===== src/rtl/tcm_port_arbiter.sv =====
// tcm_port_arbiter: shares the TCM data/external RAM port between the CPU data
// interface and the AXI-to-pmem converter. CPU wins by default; a starved
// external requester gets promoted and then owns the port for a bounded burst.
module tcm_port_arbiter #(
    parameter int ADDR_W       = 14,
    parameter int TAG_W        = 11,
    parameter int STARVE_LIMIT = 4,
    parameter int EXT_BURST    = 4
) (
    input  logic              clk_i,
    input  logic              rst_i,
    // CPU data side
    input  logic              cpu_rd_i,
    input  logic [3:0]        cpu_wr_i,
    input  logic              cpu_op_i,
    input  logic [31:0]       cpu_addr_i,
    input  logic [31:0]       cpu_data_wr_i,
    input  logic [TAG_W-1:0]  cpu_tag_i,
    output logic              cpu_accept_o,
    output logic              cpu_ack_o,
    output logic [TAG_W-1:0]  cpu_resp_tag_o,
    output logic [31:0]       cpu_data_rd_o,
    // External (AXI-to-pmem) side
    input  logic              ext_rd_i,
    input  logic [3:0]        ext_wr_i,
    input  logic [31:0]       ext_addr_i,
    input  logic [31:0]       ext_data_wr_i,
    output logic              ext_accept_o,
    output logic              ext_ack_o,
    output logic [31:0]       ext_data_rd_o,
    // RAM port
    output logic [ADDR_W-1:0] ram_addr_o,
    output logic [31:0]       ram_data_wr_o,
    output logic [3:0]        ram_wr_o,
    input  logic [31:0]       ram_data_rd_i
);

    localparam int WAIT_W  = (STARVE_LIMIT > 1) ? $clog2(STARVE_LIMIT) : 1;
    localparam int BURST_W = (EXT_BURST > 1) ? $clog2(EXT_BURST) : 1;
    localparam logic [WAIT_W-1:0]  WAIT_MAX  = WAIT_W'(STARVE_LIMIT - 1);
    localparam logic [BURST_W-1:0] BURST_MAX = BURST_W'(EXT_BURST - 1);

    typedef enum logic {CPU_PRI, EXT_PRI} state_t;

    state_t              state_q;
    logic [WAIT_W-1:0]   wait_q;
    logic [BURST_W-1:0]  burst_q;

    logic cpu_req, ext_req;
    logic grant_cpu, grant_ext;

    assign cpu_req = cpu_rd_i | (|cpu_wr_i) | cpu_op_i;
    assign ext_req = ext_rd_i | (|ext_wr_i);

    // Grant decision: the prioritised side wins, the other only takes an idle port
    always_comb begin
        grant_cpu = 1'b0;
        grant_ext = 1'b0;
        if (state_q == EXT_PRI) begin
            grant_ext = ext_req;
            grant_cpu = !ext_req && cpu_req;
        end else begin
            grant_cpu = cpu_req;
            grant_ext = !cpu_req && ext_req;
        end
    end

    assign cpu_accept_o = grant_cpu;
    assign ext_accept_o = grant_ext;

    // RAM port mux; idle cycles park the address on the CPU side with writes off
    always_comb begin
        ram_addr_o    = cpu_addr_i[ADDR_W+1:2];
        ram_data_wr_o = cpu_data_wr_i;
        ram_wr_o      = 4'b0;
        if (grant_ext) begin
            ram_addr_o    = ext_addr_i[ADDR_W+1:2];
            ram_data_wr_o = ext_data_wr_i;
            ram_wr_o      = ext_wr_i;
        end else if (grant_cpu) begin
            ram_wr_o      = cpu_wr_i;
        end
    end

    // RAM read data is already registered, so both sides see it directly
    assign cpu_data_rd_o = ram_data_rd_i;
    assign ext_data_rd_o = ram_data_rd_i;

    // Priority FSM with starvation and burst counters
    always_ff @(posedge clk_i or posedge rst_i) begin
        if (rst_i) begin
            state_q <= CPU_PRI;
            wait_q  <= '0;
            burst_q <= '0;
        end else begin
            case (state_q)
                CPU_PRI: begin
                    burst_q <= '0;
                    if (ext_req && !grant_ext) begin
                        if (wait_q == WAIT_MAX) begin
                            state_q <= EXT_PRI;
                            wait_q  <= '0;
                        end else begin
                            wait_q  <= wait_q + 1'b1;
                        end
                    end else begin
                        wait_q <= '0;
                    end
                end
                EXT_PRI: begin
                    wait_q <= '0;
                    if (ext_req && burst_q != BURST_MAX) begin
                        burst_q <= burst_q + 1'b1;
                    end else begin
                        // burst exhausted or external side went quiet
                        state_q <= CPU_PRI;
                        burst_q <= '0;
                    end
                end
                default: begin
                    state_q <= CPU_PRI;
                    wait_q  <= '0;
                    burst_q <= '0;
                end
            endcase
        end
    end

    // Response strobes one cycle after grant, lining up with RAM read data
    always_ff @(posedge clk_i or posedge rst_i) begin
        if (rst_i) begin
            cpu_ack_o      <= 1'b0;
            ext_ack_o      <= 1'b0;
            cpu_resp_tag_o <= '0;
        end else begin
            cpu_ack_o <= grant_cpu;
            ext_ack_o <= grant_ext;
            if (grant_cpu)
                cpu_resp_tag_o <= cpu_tag_i;
        end
    end

endmodule


===== config.mk =====
export PLATFORM = sky130hd
export DESIGN_NAME = tcm_port_arbiter
export DESIGN_NICKNAME = d
export VERILOG_FILES = /design/src/rtl/tcm_port_arbiter.sv
export SDC_FILE = /design/constraint.sdc
export NUM_CORES = 1
export LEC_CHECK = 0
export BUFFER_PORTS_ARGS = -buffer_cell sky130_fd_sc_hd__buf_4
export CAP_MARGIN = 20
export CORE_AREA = 2 2 120 122
export CTS_BUF_LIST = sky130_fd_sc_hd__clkbuf_8
export CTS_CLUSTER_SIZE = 24
export DETAILED_ROUTE_END_ITERATION = 10
export DIE_AREA = 0 0 122 124
export GPL_TIMING_DRIVEN = 0
export PLACE_DENSITY = 0.61
export SETUP_SLACK_MARGIN = 0.4
export SKIP_CTS_REPAIR_TIMING = 1
export SYNTH_ARGS = -nofsm -noshare
export SYNTH_HDL_FRONTEND = slang
export SYNTH_SLANG_ARGS = --single-unit

===== constraint.sdc =====
create_clock -name clk_i -period 3.5 [get_ports clk_i]
set_input_delay 0.35 -clock clk_i [delete_from_list [all_inputs] [get_ports clk_i]]
set_output_delay 0.35 -clock clk_i [all_outputs]
set_load 0.005 [all_outputs]

==> results.tsv, run 1 <==
stage	metric	value	unit
grt	Congestion Overflow GR	0	
place	Buffers on Ports	244	
yosys	Post-synth EDFFs	0	
drt	via count	4131	
drt	antenna-violating nets left	0	
clocking	number of sinks handled by clock tree synthesis	18	
timing	Final Hold Fails	0	
grt	largest net degree at the start of global routing	19	
worst_setup_path	critical path fanouts, max	10	
place	worst-case setup slack after placement	1.06	ns
floorplan	Total Die Area	15100	µm²
drt	routed length per placed instance	16.1	µm
timing	worst setup skew after layout	0.00517	ns
yosys	synthesized net count	586	
outcome	status	completed	
yosys	xor/xnor cell area share of the yosys netlist	0	%
job	count of max-cap constraint violations	0	
place	Final HPWL DP	10700	µm
clocking	number of buffers between clock root and the deepest sink	2	
grt	GRT Util Overall	16.1	%
floorplan	starting density of the core	21.4	%
worst_setup_path	slowest stage delay, CP	0.57	ns
clocking	clock network latency to the later pin of the worst-skew pair	0.26	ns
yosys	netlist area before placement	2930	µm²
drt	via/cell ratio	4.99	
yosys	simple-gate area share of the yosys netlist	13.5	%
final_layout	number of nets in the layout	835	
yosys	part of the Yosys area used for sequential elements	15.4	%
yosys	warning count from the yosys run	0	
hold_path	Tightest Hold Check Type	input port to async pin	
timing	Max Clk Rate	371	MHz
timing	Setup violations, final	0	
floorplan	core footprint	13700	µm²
power_and_ir_drop	Pwr Density	431	nW/µm²
timing	ratio of final minimum period to clock period	77.1	%
yosys	mux contribution to synthesized area	0	%
worst_setup_path	Worst Setup Start Kind	register	
worst_setup_path	data required time at the worst endpoint	3.15	ns
drt	1st-pass router iterations	5	
timing	Pins Over Slew Limit	0	
clocking	clock tree from TritonCTS	done	
yosys	number of storage elements in the synthesis netlist	18	
worst_setup_path	signal arrival time at the worst endpoint	2.35	ns
power_and_ir_drop	total leakage power	0.00221	µW
worst_setup_path	kind of end point of the critical path	primary output	
yosys	leading cell types by total area after synthesis	sky130_fd_sc_hd__o211ai_1, sky130_fd_sc_hd__buf_4, sky130_fd_sc_hd__dfrtp_1, sky130_fd_sc_hd__o21ai_0, sky130_fd_sc_hd__nand3_1	
drt	DRC violations left	0	
drt	number of DRC markers after the initial detailed-route iteration	271	
yosys	most frequently used flop master after synthesis	sky130_fd_sc_hd__dfrtp_1	
timing	unrepaired setup endpoints after global routing	false	
worst_setup_path	most prevalent standard cell on the critical path	sky130_fd_sc_hd__clkbuf_1	
worst_setup_path	Reg2Reg Depth	5	
yosys	Post-synth ARST share	100	%
floorplan	number of I/O pins	313	
timing	worst-margin pin slew	0.702	ns
yosys	Synth cell types	24	
timing	final worst slack	0.801	ns
yosys	mean post-synth cell area	7.33	µm²
yosys	combinational family with the most area after synthesis	compound AO/OA/AOI/OAI gates	
grt	first-pass GRT wire length	19700	µm
floorplan	Die X	122	µm
yosys	portion of synthesized cell area occupied by the leading cell type	24.3	%
timing	worst slew margin relative to its limit	53.2	%
final_layout	diode insertion count for antenna repair	0	
place	routability congestion estimate from global placement	0.780	
worst_setup_path	sequence of cells on the critical path	clkbuf_1 > inv_1 > buf_2 > clkbuf_1 > o211ai_2 > o211ai_1 > buf_4	
yosys	fraction of the mapped netlist area in adder cells	0.853	%
worst_setup_path	Critical Setup Path Class	register to primary output	
timing	setup TNS	0	ns
power_and_ir_drop	peak supply drop	0.000133	V
grt	via count of the first global-routing pass	3922	
clocking	H-tree depth reported by CTS	1	
yosys	Compound-Gate Fraction of Synth Area	45.5	%
final_layout	share of cells above drive strength 1	53.2	%
clocking	number of clock buffers inserted by TritonCTS	3	
clocking	library cell used as clock root buffer	sky130_fd_sc_hd__clkbuf_8	
timing	Min Clock Period, post-route	2.70	ns
drt	sum of routed wire length over all layers	13300	µm
floorplan	height of the chip	124	µm
clocking	clock input transition at the sequential cells of the worst setup and hold paths	0.08	ns
final_layout	area added between synthesis and finish	72.0	%
grt	number of antenna violations at the first check in global routing	0	
worst_setup_path	slowest stage cell, crit path	sky130_fd_sc_hd__clkbuf_1	
yosys	number of instances in the synthesized netlist	400	
floorplan	row count	43	
yosys	cell type with the highest aggregate area in the netlist	sky130_fd_sc_hd__o211ai_1	
==> per-stage QoR <==
stage          std cells  area [µm²]  hold WS [ns]  util [%]  power [µW]
2_1_floorplan        400        2930         0.289         -        1140
3_3_place_gp         824        4990         0.429      36.4        1980
3_5_place_dp         824        4990         0.442      36.4        2010
4_1_cts              828        5040         0.227      36.8        2190
5_1_grt              828        5040         0.270      36.8        2350
6_report             828        5040         0.196      36.8        2170
==> routing by layer <==
metal | share of wire [%] | global-route usage, %
met5 | 0 | 0
met4 | 1.3 | 3.45
met3 | 9.2 | 2.93
met2 | 49 | 27.9
met1 | 40 | 20.8
==> sequential cells by signal, indices dropped and copies added, names as in the netlist <==
name            flops
burst_q             2
cpu_ack_o           1
cpu_resp_tag_o     11
ext_ack_o           1
state_q             1
wait_q              2
==> where the power goes <==
group,switching (µW),total [µW],internal [µW]
Clock,77.3,178,100
Combinational,760,1620,855
Sequential,71.6,381,309
==> cell usage after synthesis (3+ instances only) <==
library cell	n
sky130_fd_sc_hd__a211oi_1	8
sky130_fd_sc_hd__a21oi_1	4
sky130_fd_sc_hd__buf_1	5
sky130_fd_sc_hd__buf_2	8
sky130_fd_sc_hd__buf_4	64
sky130_fd_sc_hd__buf_6	3
sky130_fd_sc_hd__clkbuf_1	35
sky130_fd_sc_hd__dfrtp_1	18
sky130_fd_sc_hd__inv_1	6
sky130_fd_sc_hd__nand3_1	57
sky130_fd_sc_hd__nor2_1	7
sky130_fd_sc_hd__o211ai_1	95
sky130_fd_sc_hd__o211ai_2	20
sky130_fd_sc_hd__o21ai_0	58
==> layout by cell type, fill, tap and decap left out, drive strengths merged <==
| cell type | instances |
|---|---|
| o211ai | 115 |
| nor4 | 2 |
| dfrtp | 18 |
| nand3 | 57 |
| or2 | 1 |
| a21oi | 4 |
| and3b | 1 |
| a211oi | 8 |
| nor3b | 1 |
| ha | 2 |
| nand2b | 1 |
| inv | 6 |
| nor3 | 1 |
| o21ai | 58 |
| or4 | 2 |
| nor4b | 1 |
| clkbuf | 39 |
| nor2 | 7 |
| buf | 324 |
==> path summary, 6_finish.rpt <==
check                              from           endpoint  slack (ns)
max in group asynchronous         rst_i  cpu_resp_tag_o[5]        2.86
min                               rst_i  cpu_resp_tag_o[9]        0.20
min in group clk_i         cpu_tag_i[0]  cpu_resp_tag_o[0]        0.37
max                             state_q  ram_data_wr_o[14]        0.80
min reg2reg                  burst_q[0]         burst_q[0]        0.46
max reg2reg                     state_q  cpu_resp_tag_o[1]        1.42
==> final cells by class <==
| class | instances | area [µm²] |
|---|---|---|
| Buffer | 115 | 704 |
| Clock buffer | 4 | 55.1 |
| Fill cell | 1471 | 8670 |
| Inverter | 6 | 22.5 |
| Multi-Input combinational cell | 261 | 1760 |
| Sequential cell | 18 | 450 |
| Tap cell | 180 | 225 |
| Timing Repair Buffer | 244 | 1830 |
==> critical path: cells and delay by family, from the launching register on <==
family	cells	cell delay, ns
buf+inv	5	1.38
flops	1	0.36
compound gates	2	0.33
==> kinds of logic (layout without fill, tap and decap cells) <==
logic type,Yosys count,count (layout)
and+or+nand+nor,74,74
DFF,18,18
adders and majority gates,2,2
buffers and inverters,121,369
AOI/OAI and AO/OA,185,185
Power figures use the tool's default switching activity.
==> run 2, diff against run 1 <==
--- a/config.mk
+++ b/config.mk
@@ -7,13 +7,13 @@
 export LEC_CHECK = 0
 export BUFFER_PORTS_ARGS = -buffer_cell sky130_fd_sc_hd__buf_4
 export CAP_MARGIN = 20
-export CORE_AREA = 2 2 120 122
+export CORE_AREA = 2 2 123 125
 export CTS_BUF_LIST = sky130_fd_sc_hd__clkbuf_8
 export CTS_CLUSTER_SIZE = 24
 export DETAILED_ROUTE_END_ITERATION = 10
-export DIE_AREA = 0 0 122 124
+export DIE_AREA = 0 0 125 127
 export GPL_TIMING_DRIVEN = 0
-export PLACE_DENSITY = 0.61
+export PLACE_DENSITY = 0.6
 export SETUP_SLACK_MARGIN = 0.4
 export SKIP_CTS_REPAIR_TIMING = 1
 export SYNTH_ARGS = -nofsm -noshare
==> constraint.sdc (replaced) <==
create_clock -name clk_i -period 2.34 [get_ports clk_i]
set_input_delay 0.234 -clock clk_i [delete_from_list [all_inputs] [get_ports clk_i]]
set_output_delay 0.234 -clock clk_i [all_outputs]
set_load 0.005 [all_outputs]
==> run 2 against run 1 <==
Against the previous run: clock power increased by 45%; power grew 58%; clock skew decreased by 0.0041 ns; via count decreased by 1.4%; cell count rose by 1.6%; critical endpoint is now ram_data_wr_o[7].
==> results.tsv, run 2 (synthesis gave the netlist of run 1 again) <==
stage	metric	value	unit
outcome	status	completed	
final_layout	Final Core Density	37.0	%
drt	routed length per placed instance	16.4	µm
clocking	clock input transition at the sequential cells of the worst setup and hold paths	0.07	ns
final_layout	most flop-heavy register	cpu_resp_tag_o	
worst_setup_path	signal arrival time at the worst endpoint	1.70	ns
place	Buffers on Ports	244	
worst_setup_path	Worst Setup Start Kind	input port	
power_and_ir_drop	cell internal power dissipation	2050	µW
timing	Pins Over Slew Limit	0	
drt	via/cell ratio	4.84	
timing	Final Hold Fails	0	
drt	antenna-violating nets left	0	
floorplan	Die X	125	µm
place	Final HPWL DP	10700	µm
timing	worst-margin pin slew	0.705	ns
timing	worst slew margin relative to its limit	53.0	%
final_layout	largest registers	cpu_resp_tag_o (11), burst_q (2), wait_q (2)	
final_layout	leading cell types in the layout, fill and taps excluded	sky130_fd_sc_hd__buf_4, sky130_fd_sc_hd__o211ai_1, sky130_fd_sc_hd__nand3_1	
final_layout	total area of multi-input combinational cells	1800	µm²
timing	ratio of final minimum period to clock period	82.7	%
power_and_ir_drop	peak supply drop	0.000257	V
clocking	number of clock buffers inserted by TritonCTS	3	
power_and_ir_drop	net switching power figure	1390	µW
grt	Congestion Overflow GR	0	
job	count of max-cap constraint violations	0	
floorplan	core footprint	14400	µm²
final_layout	area added between synthesis and finish	81.9	%
worst_setup_path	number of buffers and inverters on the critical path	5	
grt	number of antenna violations at the first check in global routing	0	
clocking	clock network latency to the later pin of the worst-skew pair	0.25	ns
final_layout	number of flip-flops in the largest register	11	
drt	sum of routed wire length over all layers	13800	µm
worst_setup_path	data required time at the worst endpoint	2.11	ns
drt	via count	4074	
grt	GRT Util Overall	15.8	%
floorplan	starting density of the core	20.3	%
worst_setup_path	slowest stage cell, crit path	sky130_fd_sc_hd__or4_4	
power_and_ir_drop	total leakage power	0.00238	µW
grt	via count of the first global-routing pass	4003	
final_layout	share of cells above drive strength 1	58.9	%
worst_setup_path	Critical Setup Path Class	input port to primary output	
worst_setup_path	critical path's top delay family	buffers and inverters	
timing	setup TNS	0	ns
final_layout	number of nets in the layout	844	
grt	largest net degree at the start of global routing	19	
clocking	clock tree from TritonCTS	done	
timing	Min Clock Period, post-route	1.94	ns
final_layout	diode insertion count for antenna repair	0	
timing	Max Clk Rate	517	MHz
floorplan	Total Die Area	15900	µm²
place	routability congestion estimate from global placement	0.763	
worst_setup_path	slowest stage delay, CP	0.52	ns
clocking	number of sinks handled by clock tree synthesis	18	
final_layout	sequential cell area	450	µm²
worst_setup_path	kind of end point of the critical path	primary output	
floorplan	row count	44	
drt	1st-pass router iterations	4	
timing	unrepaired setup endpoints after global routing	true	
worst_setup_path	sequence of cells on the critical path	buf_8 > or4_4 > buf_6 > buf_12 > clkbuf_16 > o211ai_2 > o211ai_1 > buf_4	
final_layout	most common library cell in the layout ignoring fill and taps	sky130_fd_sc_hd__buf_4	
clocking	H-tree depth reported by CTS	1	
hold_path	Tightest Hold Check Type	input port to async pin	
power_and_ir_drop	clock share of power	7.5	%
timing	worst setup skew after layout	0.00103	ns
drt	DRC violations left	0	
floorplan	number of I/O pins	313	
power_and_ir_drop	share of total power consumed by net switching	40.4	%
worst_setup_path	critical path fanouts, max	5	
drt	number of DRC markers after the initial detailed-route iteration	258	
power_and_ir_drop	post-route total power	3440	µW
final_layout	total of fill cells in the finished design	1581	
clocking	number of buffers between clock root and the deepest sink	2	
power_and_ir_drop	Pwr Density	644	nW/µm²
clocking	library cell used as clock root buffer	sky130_fd_sc_hd__clkbuf_8	
power_and_ir_drop	combinational power share	76.0	%
grt	first-pass GRT wire length	20900	µm
power_and_ir_drop	register share of total power	16.5	%
timing	Setup violations, final	0	
floorplan	height of the chip	127	µm
-- run 2: final timing paths --
kind	startpoint	to	slack, ns	cells past startpoint
min in group clk_i	cpu_tag_i[9]	cpu_resp_tag_o[9]	0.26	3
worst min-delay path	rst_i	cpu_ack_o	0.09	2
worst max-delay path	cpu_wr_i[2]	ram_data_wr_o[7]	0.40	8
max in group asynchronous	rst_i	cpu_resp_tag_o[8]	1.81	2
worst max register to register	state_q	wait_q[0]	1.00	5
worst min register to register	burst_q[0]	burst_q[0]	0.45	1
-- run 2: area by class of cell --
cell class / instances / share of cell area (%)
tap: 184 / 4.32
multi-input combinational: 261 / 33.8
sequential: 18 / 8.44
clock buffer: 4 / 1.03
buffer: 115 / 15.8
timing repair buffer: 253 / 36.1
inverter: 6 / 0.469
-- run 2: power groups by stage --
| stage | Clock (µW) | Sequential (µW) | Combinational, µW |
|---|---|---|---|
| floorplan | 0 | 559 | 1140 |
| global placement | 0 | 570 | 2440 |
| detailed placement | 0 | 570 | 2450 |
| CTS | 258 | 566 | 2450 |
| global route | 269 | 590 | 2840 |
| finish | 258 | 567 | 2610 |
-- run 2: metal layers --
| metal | vias up | track usage, % | part of all wire [%] |
|---|---|---|---|
| li1 | 1989 | - | - |
| met1 | 1886 | 21.0 | 42 |
| met2 | 190 | 28.0 | 50 |
| met3 | 9 | 2.55 | 7.8 |
| met4 | 0 | 1.24 | 0.49 |
| met5 | - | 0 | 0 |
-- run 2: per-stage QoR --
step                      area (µm²)  hold WS, ns  worst slack (ns)  cells
after CTS                       5050        0.116            -0.271    832
after global placement          4990        0.389            0.0269    828
final                           5340       0.0907             0.404    841
after detailed placement        4990        0.393       -0.00000888    828
after floorplan                 2930        0.173             0.616    400
after global routing            5340        0.158             0.369    841
==> run 3, diff against run 2 <==
--- a/config.mk
+++ b/config.mk
@@ -7,11 +7,11 @@
 export LEC_CHECK = 0
 export BUFFER_PORTS_ARGS = -buffer_cell sky130_fd_sc_hd__buf_4
 export CAP_MARGIN = 20
-export CORE_AREA = 2 2 123 125
+export CORE_AREA = 2 2 121 123
 export CTS_BUF_LIST = sky130_fd_sc_hd__clkbuf_8
 export CTS_CLUSTER_SIZE = 24
 export DETAILED_ROUTE_END_ITERATION = 10
-export DIE_AREA = 0 0 125 127
+export DIE_AREA = 0 0 123 125
 export GPL_TIMING_DRIVEN = 0
 export PLACE_DENSITY = 0.6
 export SETUP_SLACK_MARGIN = 0.4
==> constraint.sdc (replaced) <==
create_clock -name clk_i -period 1.8 [get_ports clk_i]
set_input_delay 0.18 -clock clk_i [delete_from_list [all_inputs] [get_ports clk_i]]
set_output_delay 0.18 -clock clk_i [all_outputs]
set_load 0.005 [all_outputs]
==> run 3 against run 2 <==
Against the previous run: the run now ends with setup timing left; cell area up 3.5%; sequential share of layout area decreased by 0.29 points; cell count grew 0.36%; power increased by 40%; sequential power is 31% higher; worst hold slack lost 0.055 ns; non-clock buffer count is 3 higher; combinational power increased by 43%; largest cell class unchanged.
==> results.tsv, run 3 (synthesis gave the netlist of run 1 again) <==
stage	metric	value	unit
outcome	status	finished with violations	
outcome	failing checks	setup timing	
worst_setup_path	critical path's top delay family	buffers and inverters	
floorplan	Die X	123	µm
worst_setup_path	slowest stage delay, CP	0.54	ns
clocking	number of sinks handled by clock tree synthesis	18	
grt	via count of the first global-routing pass	3999	
grt	largest net degree at the start of global routing	19	
worst_setup_path	number of buffers and inverters on the critical path	5	
worst_setup_path	sequence of cells on the critical path	buf_8 > or4_4 > buf_8 > buf_12 > buf_12 > o211ai_2 > o211ai_1 > buf_4	
worst_setup_path	data required time at the worst endpoint	1.62	ns
clocking	clock tree from TritonCTS	done	
final_layout	area added between synthesis and finish	88.3	%
timing	unrepaired setup endpoints after global routing	true	
floorplan	starting density of the core	20.6	%
power_and_ir_drop	net switching power figure	1940	µW
final_layout	diode insertion count for antenna repair	0	
timing	Final Hold Fails	0	
final_layout	most common library cell in the layout ignoring fill and taps	sky130_fd_sc_hd__buf_4	
timing	Setup violations, final	27	
timing	final worst slack	-0.0828	ns
worst_setup_path	slowest stage cell, crit path	sky130_fd_sc_hd__or4_4	
final_layout	share of cells above drive strength 1	61.1	%
floorplan	row count	44	
clocking	number of clock buffers inserted by TritonCTS	3	
floorplan	core footprint	14200	µm²
final_layout	most flop-heavy register	cpu_resp_tag_o	
drt	antenna-violating nets left	0	
timing	Hold Slack	0.0358	ns
final_layout	number of flip-flops in the largest register	11	
power_and_ir_drop	combinational power share	77.5	%
timing	worst setup skew after layout	0.00194	ns
power_and_ir_drop	clock share of power	7.1	%
drt	number of DRC markers after the initial detailed-route iteration	236	
power_and_ir_drop	register share of total power	15.4	%
power_and_ir_drop	total leakage power	0.00246	µW
drt	via/cell ratio	4.98	
clocking	clock network latency to the later pin of the worst-skew pair	0.26	ns
clocking	clock input transition at the sequential cells of the worst setup and hold paths	0.07	ns
final_layout	number of nets in the layout	847	
grt	Congestion Overflow GR	0	
final_layout	largest registers	cpu_resp_tag_o (11), burst_q (2), wait_q (2)	
drt	routed length per placed instance	17.5	µm
clocking	H-tree depth reported by CTS	1	
timing	worst-margin pin slew	0.707	ns
power_and_ir_drop	peak supply drop	0.000361	V
floorplan	Total Die Area	15400	µm²
timing	Pins Over Slew Limit	0	
drt	sum of routed wire length over all layers	14800	µm
place	Buffers on Ports	244	
grt	number of antenna violations at the first check in global routing	0	
grt	GRT Util Overall	17.3	%
job	count of max-cap constraint violations	0	
clocking	library cell used as clock root buffer	sky130_fd_sc_hd__clkbuf_8	
timing	worst slew margin relative to its limit	52.8	%
floorplan	height of the chip	125	µm
place	routability congestion estimate from global placement	0.793	
drt	DRC violations left	0	
worst_setup_path	signal arrival time at the worst endpoint	1.70	ns
worst_setup_path	kind of end point of the critical path	primary output	
place	Final HPWL DP	11600	µm
timing	Min Clock Period, post-route	1.88	ns
timing	ratio of final minimum period to clock period	105	%
drt	1st-pass router iterations	5	
grt	first-pass GRT wire length	21400	µm
clocking	number of buffers between clock root and the deepest sink	2	
timing	Max Clk Rate	531	MHz
hold_path	Tightest Hold Check Type	input port to async pin	
final_layout	post-route cell area	5520	µm²
final_layout	leading cell types in the layout, fill and taps excluded	sky130_fd_sc_hd__buf_4, sky130_fd_sc_hd__o211ai_1, sky130_fd_sc_hd__nand3_1	
place	placed inst area	5030	µm²
power_and_ir_drop	Pwr Density	870	nW/µm²
final_layout	total of fill cells in the finished design	1465	
power_and_ir_drop	share of total power consumed by net switching	40.3	%
worst_setup_path	critical path fanouts, max	10	
floorplan	number of I/O pins	313	
worst_setup_path	Worst Setup Start Kind	input port	
power_and_ir_drop	cell internal power dissipation	2870	µW
worst_setup_path	Critical Setup Path Class	input port to primary output	
drt	via count	4201	
## run 3: path summary, 6_finish.rpt
| check | from | end | slack, ns | depth (start not counted) |
|---|---|---|---|---|
| max | cpu_wr_i[2] | ram_data_wr_o[9] | -0.08 | 8 |
| min | rst_i | cpu_ack_o | 0.04 | 2 |
| max reg2reg | state_q | cpu_resp_tag_o[5] | 0.42 | 7 |
| min reg2reg | burst_q[0] | burst_q[0] | 0.45 | 1 |
| max in group asynchronous | rst_i | cpu_resp_tag_o[5] | 1.32 | 2 |
| min in group clk_i | cpu_tag_i[8] | cpu_resp_tag_o[8] | 0.22 | 3 |
## run 3: power by group through the flow
stage	clock [µW]	combinational, µW	sequential [µW]
floorplan	0	1490	727
global placement	0	3160	734
detailed placement	0	3210	743
CTS	341	3220	733
global route	362	4000	765
finish	339	3730	741
## run 3: layout make-up
class / count / area, µm² / share of cell area [%]
Sequential cell: 18 / 450 / 8.16
Buffer: 115 / 886 / 16.0
Multi-Input combinational cell: 261 / 1860 / 33.8
Inverter: 6 / 30.0 / 0.544
Clock buffer: 4 / 55.1 / 0.997
Timing Repair Buffer: 256 / 2010 / 36.3
Tap cell: 184 / 230 / 4.17
## run 3: stage by stage
step	total power [µW]	setup TNS (ns)	utilization [%]	cells	setup WS, ns
floorplan	2210	0	-	400	0.308
global placement	3900	-9.13	35.4	828	-0.296
detailed placement	3960	-10.39	35.4	828	-0.321
CTS	4300	-21.22	35.8	832	-0.514
global route	5130	-2.56	38.9	844	-0.105
finish	4810	-0.757	38.9	844	-0.0828
## run 3: per-layer routing
metal | vias to the layer above | part of all wire [%] | global-route usage [%]
met2 | 206 | 52 | 31.5
met1 | 1991 | 40 | 21.8
met5 | - | 0 | 0
li1 | 1988 | - | -
met3 | 16 | 6.5 | 2.19
met4 | 0 | 1.2 | 2.61
